**src/rtl/uart_pkg.sv**
```systemverilog
// Shared UART package: default word width and FIFO depth, which the receiver,
// transmitter and FIFO wrappers all use.
package uart_pkg;

   localparam int UART_W_OUT         = 16;
   localparam int UART_RX_FIFO_DEPTH = 16;

   typedef logic [UART_W_OUT-1:0] uart_word_t;

endpackage : uart_pkg

```
**src/rtl/uart_fifo_mem.sv**
```systemverilog
// FIFO storage array with a synchronous write port and an asynchronous read port.
// The array is deliberately not reset; the control logic decides which entries are valid.
module uart_fifo_mem
   import uart_pkg::*;
#(
   parameter int W_OUT = UART_W_OUT,
   parameter int DEPTH = UART_RX_FIFO_DEPTH,
   parameter int AW    = $clog2(DEPTH)
) (
   input  logic             clk,
   input  logic             we,
   input  logic [AW-1:0]    waddr,
   input  logic [W_OUT-1:0] wdata,
   input  logic [AW-1:0]    raddr,
   output logic [W_OUT-1:0] rdata
);

   logic [W_OUT-1:0] mem_q [DEPTH];

   always_ff @(posedge clk) begin
      if (we) begin
         mem_q[waddr] <= wdata;
      end
   end

   assign rdata = mem_q[raddr];

endmodule : uart_fifo_mem

```
**src/rtl/uart_rx_fifo.sv**
```systemverilog
// Receive-side elastic buffer: captures receiver words without backpressure,
// drops them when full (sticky overflow) and serves them on a valid/ready port.
module uart_rx_fifo
   import uart_pkg::*;
#(
   parameter int W_OUT = UART_W_OUT,
   parameter int DEPTH = UART_RX_FIFO_DEPTH
) (
   input  logic                     clk,
   input  logic                     rstn,
   input  logic                     s_valid,
   input  logic [W_OUT-1:0]         s_data,
   output logic                     m_valid,
   input  logic                     m_ready,
   output logic [W_OUT-1:0]         m_data,
   output logic [$clog2(DEPTH):0]   count,
   output logic                     overflow,
   input  logic                     clr_overflow
);

   localparam int AW = $clog2(DEPTH);
   localparam int CW = AW + 1;
   localparam logic [CW-1:0] FULL_COUNT = CW'(DEPTH);

   if (DEPTH < 2 || (DEPTH & (DEPTH - 1)) != 0) begin : g_bad_depth
      $error("uart_rx_fifo: DEPTH must be a power of two and at least 2");
   end

   logic [AW-1:0]    wrPtr_q, wrPtr_d;
   logic [AW-1:0]    rdPtr_q, rdPtr_d;
   logic [CW-1:0]    count_q, count_d;
   logic             overflow_q, overflow_d;
   logic             pop, push, drop;
   logic [W_OUT-1:0] rdData;

   // A pop in the same cycle frees the slot, so a full FIFO still accepts the push.
   always_comb begin
      pop  = (count_q != '0) && m_ready;
      push = s_valid && ((count_q != FULL_COUNT) || pop);
      drop = s_valid && !push;

      wrPtr_d    = push ? wrPtr_q + AW'(1) : wrPtr_q;
      rdPtr_d    = pop  ? rdPtr_q + AW'(1) : rdPtr_q;
      count_d    = count_q;
      overflow_d = overflow_q;

      case ({push, pop})
         2'b10:   count_d = count_q + CW'(1);
         2'b01:   count_d = count_q - CW'(1);
         default: count_d = count_q;
      endcase

      if (drop) begin
         overflow_d = 1'b1;
      end else if (clr_overflow) begin
         overflow_d = 1'b0;
      end
   end

   always_ff @(posedge clk or negedge rstn) begin
      if (!rstn) begin
         wrPtr_q    <= '0;
         rdPtr_q    <= '0;
         count_q    <= '0;
         overflow_q <= 1'b0;
      end else begin
         wrPtr_q    <= wrPtr_d;
         rdPtr_q    <= rdPtr_d;
         count_q    <= count_d;
         overflow_q <= overflow_d;
      end
   end

   uart_fifo_mem #(
      .W_OUT (W_OUT),
      .DEPTH (DEPTH),
      .AW    (AW)
   ) u_mem (
      .clk   (clk),
      .we    (push),
      .waddr (wrPtr_q),
      .wdata (s_data),
      .raddr (rdPtr_q),
      .rdata (rdData)
   );

   assign m_valid  = (count_q != '0);
   assign m_data   = m_valid ? rdData : '0;
   assign count    = count_q;
   assign overflow = overflow_q;

endmodule : uart_rx_fifo

```
**config.mk**
```make
export PLATFORM = sky130hd
export DESIGN_NAME = uart_rx_fifo
export DESIGN_NICKNAME = d
export VERILOG_FILES = /design/src/rtl/uart_pkg.sv /design/src/rtl/uart_fifo_mem.sv /design/src/rtl/uart_rx_fifo.sv
export SDC_FILE = /design/constraint.sdc
export NUM_CORES = 1
export LEC_CHECK = 0
export CAP_MARGIN = 10
export CORE_ASPECT_RATIO = 1.25
export CORE_MARGIN = 5
export CORE_UTILIZATION = 55
export DETAILED_ROUTE_END_ITERATION = 16
export PLACE_DENSITY = 0.74
export REMOVE_ABC_BUFFERS = 1
export SLEW_MARGIN = 5
export SYNTH_ARGS = -nofsm -noshare
export SYNTH_HDL_FRONTEND = slang
export SYNTH_SLANG_ARGS = --single-unit
```
**constraint.sdc**
```tcl
create_clock -name clk -period 2.9 [get_ports clk]
set_input_delay 0.435 -clock clk [delete_from_list [all_inputs] [get_ports clk]]
set_output_delay 0.435 -clock clk [all_outputs]
set_load 0.01 [all_outputs]
```
==> results.cfg <==
[yosys]
netlist_area_mm2 = 0.01076
synth-seq-cells = 270
syn_inst = 497
seq_area_frac_synth_pct = 74.68
avgSynthCellArea_um2 = 21.66
synth.distinct_cells = 39
ys_warn_count = 0

[critical_path]
crit_path_max_fanout = 10
critPathLaunch = rdPtr_q[1]
endpoint_kind = output port
critPathRequiredTime_ps = 2470
max_stage_delay_ps = 520
crit_slowest_cell = mux4_2
critPathLaunchType = register
path_cells = buf_8, mux4_2, mux2i_2, o22ai_1, clkdlybuf4s50_1
r2r_setup_slack_ps = 330
reg2regPathDepth = 11
cp-endpoint = m_data[10]
worstSetupPathType = reg -> out
crit_arrival_ps = 2470
r2r-start = count[1]
r2r-end = count[4]

[sta]
fin_worst_skew_ps = 6.346
hold_violations = 0
worst_pin_slew_ps = 657.0
timing.final.ws_setup_ps = -4.003
clock.fmax_mhz = 344.4
drv_slew = 0
slew_headroom_pct = 56.06
setup_violations = 1
period_minus_slack_ps = 2904
whs_ps = 329.1
timing.final.crit_share_pct = 100.1
rsz0062_at_grt = yes

[global_route]
grt_usage_pct = 20.28
grt_max_degree = 37
antenna_found_initial = 0
grt_pass1_vias = 5601
grt.overflow.total = 0
grt_pass1_wl_um = 34090

[floorplanning]
rows = 57
dieArea_mm2 = 0.02248
initial_core_util_pct = 55.69
ios = 44
core_mm2 = 0.01933
die_width_um = 135.1
die_h_um = 166.4

[cts]
clock_sinks = 270
cts-htree-levels = 1
ctsHoldBuffers = 0
root_buffer = clkbuf_16
clock_latency_ps = 510
clkTransAtPathRegs_ps = 60
numCtsBuffers = 25
clk_path_buf_depth = 3
cts_tree = done

[detailed_routing]
routed_via_density = 6.018
wl_per_cell_um = 26.04
via_count = 5296
drt_wl_total_um = 22910
drc_errors = 0
first_pass_iters = 5
drt_iter0_markers = 504
ant_nets = 0

[placed_design]
dp_hpwl_um = 13460
io_buffer_count = 43
dp.cells = 822
place_ws_ps = 1.071
gp_congestion = 0.7662
place_area_mm2 = 0.01176

[status]
run_status = finished, violations left
violations = negative setup slack

[cells_and_area]
layout.nets = 625
multi_input_area_mm2 = 0.002547
n_fill_cell = 1219
drive_gt1_share_pct = 28.83
area_growth_pct = 18.53
instances_no_fill = 880
design_area_mm2 = 0.01276
seqCellArea_mm2 = 0.008048

[power_and_ir_drop]
p_leak_nw = 4.372
irDropWorstVdd_mv = 0.6384
power_density_mw_per_mm2 = 989.7

[hold_path]
hp-class = in -> async

[flow_run]
maxCapViolCount = 0
[metrics by stage]
stage / total power [mW] / util, % / TNS, ps
CTS: 12.56 / 65.71 / -84.42
global route: 13.18 / 65.99 / -147.3
floorplan: 7.467 / - / -15620
detailed placement: 9.172 / 60.85 / 0
global placement: 9.067 / 60.85 / 0
finish: 12.63 / 66.01 / -4.003
[sequential cells by signal, indices dropped and copies added, names as in the netlist]
name / count
rdPtr_q: 4
u_mem.mem_q: 256
wrPtr_q: 4
overflow: 1
count: 5
[per-layer routing]
| layer | vias to the layer above | wire (um) | GRT usage [%] |
|---|---|---|---|
| li1 | 2262 | - | - |
| met1 | 2810 | 8853 | 26.50 |
| met2 | 187 | 12230 | 35.72 |
| met5 | - | 0 | 0 |
| met4 | 0 | 531 | 5.349 |
| met3 | 37 | 1298 | 3.030 |
[how the worst min path moves through the flow]
stage | startpoint | end | slack, ps | cells after the start
5_1_grt | rstn | wrPtr_q[1] | 370 | 1
3_5_place_dp | rdPtr_q[3] | rdPtr_q[3] | 520 | 1
6_report | rstn | count[0] | 330 | 1
3_3_place_gp | rdPtr_q[3] | rdPtr_q[3] | 510 | 1
2_1_floorplan | rstn | count[0] | 140 | 0
4_1_cts | rstn | wrPtr_q[0] | 350 | 1
[cell usage after synthesis]
cell / n / area (um^2)
a41o_1: 1 / 10.01
clkbuf_1: 3 / 11.26
ha_1: 8 / 100.1
nor2_1: 13 / 48.80
nand2_1: 7 / 26.28
o31ai_1: 1 / 7.510
a2111oi_0: 1 / 8.760
nand4_1: 1 / 6.260
mux4_1: 18 / 473.0
and2b_1: 1 / 7.510
buf_4: 3 / 22.52
buf_2: 11 / 55.05
nor3_1: 4 / 20.02
edfxtp_1: 256 / 7687
nand2b_2: 1 / 8.760
and3b_1: 2 / 17.52
buf_12: 3 / 60.06
nor4b_1: 1 / 8.760
a32oi_1: 1 / 8.760
buf_1: 2 / 7.510
a21oi_1: 4 / 20.02
xnor2_1: 7 / 61.31
mux4_2: 44 / 991.0
o22ai_1: 16 / 100.1
nand3_1: 2 / 10.01
nand2b_1: 5 / 31.28
o21ai_0: 4 / 20.02
or4_1: 2 / 15.01
o21ai_2: 1 / 8.760
inv_1: 7 / 26.28
mux2i_1: 32 / 320.3
buf_6: 5 / 56.30
and3_1: 2 / 12.51
mux2_2: 4 / 45.04
nor2b_1: 2 / 12.51
xor2_1: 6 / 52.55
nor4_4: 1 / 21.27
dfrtp_1: 14 / 350.3
a31oi_2: 1 / 12.51
[worst max-delay path: cells and delay by family, from the launching register on]
kind	cells	cell delay, ps
muxes	2	700
DFF	1	470
buffers and inverters	2	670
AOI/OAI and AO/OA	1	110
[kinds of logic (layout without fill, tap and decap cells)]
logic type	count (synthesis)	count (layout)	share of synthesized area [%]
compound gates	30	30	1.825
xor+xnor	13	13	1.058
fa+ha+maj	8	8	0.9301
buf+inv	34	151	2.220
flops	270	270	74.68
mux	98	98	17.00
other cells	0	1	0
simple gates	44	44	2.290
[cell usage in the layout (no fill, tap or decap), types with 5 or more instances in the layout]
cell / Yosys / final
dfrtp_1: 14 / 10
buf_12: 3 / 5
clkbuf_2: 0 / 5
clkdlybuf4s50_1: 0 / 28
nand2_1: 7 / 7
xor2_1: 6 / 6
mux4_2: 44 / 46
inv_1: 7 / 7
mux4_1: 18 / 16
dlygate4sd2_1: 0 / 5
nor2_2: 0 / 12
clkbuf_16: 0 / 26
edfxtp_1: 256 / 256
mux2i_1: 32 / 31
clkbuf_1: 3 / 6
xnor2_1: 7 / 7
ha_1: 8 / 8
o22ai_1: 16 / 16
buf_4: 3 / 45
nand2b_1: 5 / 5
[power by group]
group	internal (mW)	switching, mW	leakage [nW]
sequential	4.75	0.311	2.48
combinational	2.17	2.06	1.48
clock	2.02	1.33	0.412
[what timing repair did]
action,CTS,global route
endpoints found under the hold margin,0,0
resized for setup,31,21
endpoints found under the setup margin,16,13
cloned,0,1
buffers inserted,10,2
pin swaps,0,1
[area by class of cell]
cell class,count,area share (%)
multi-input combinational,193,19.97
timing repair buffer,99,7.503
sequential,270,63.08
antenna,1,0.01962
clock inverter,11,1.216
clock buffer,34,5.404
tap,265,2.599
inverter,7,0.2060
Note: power is estimated with default switching activity, not from simulation.
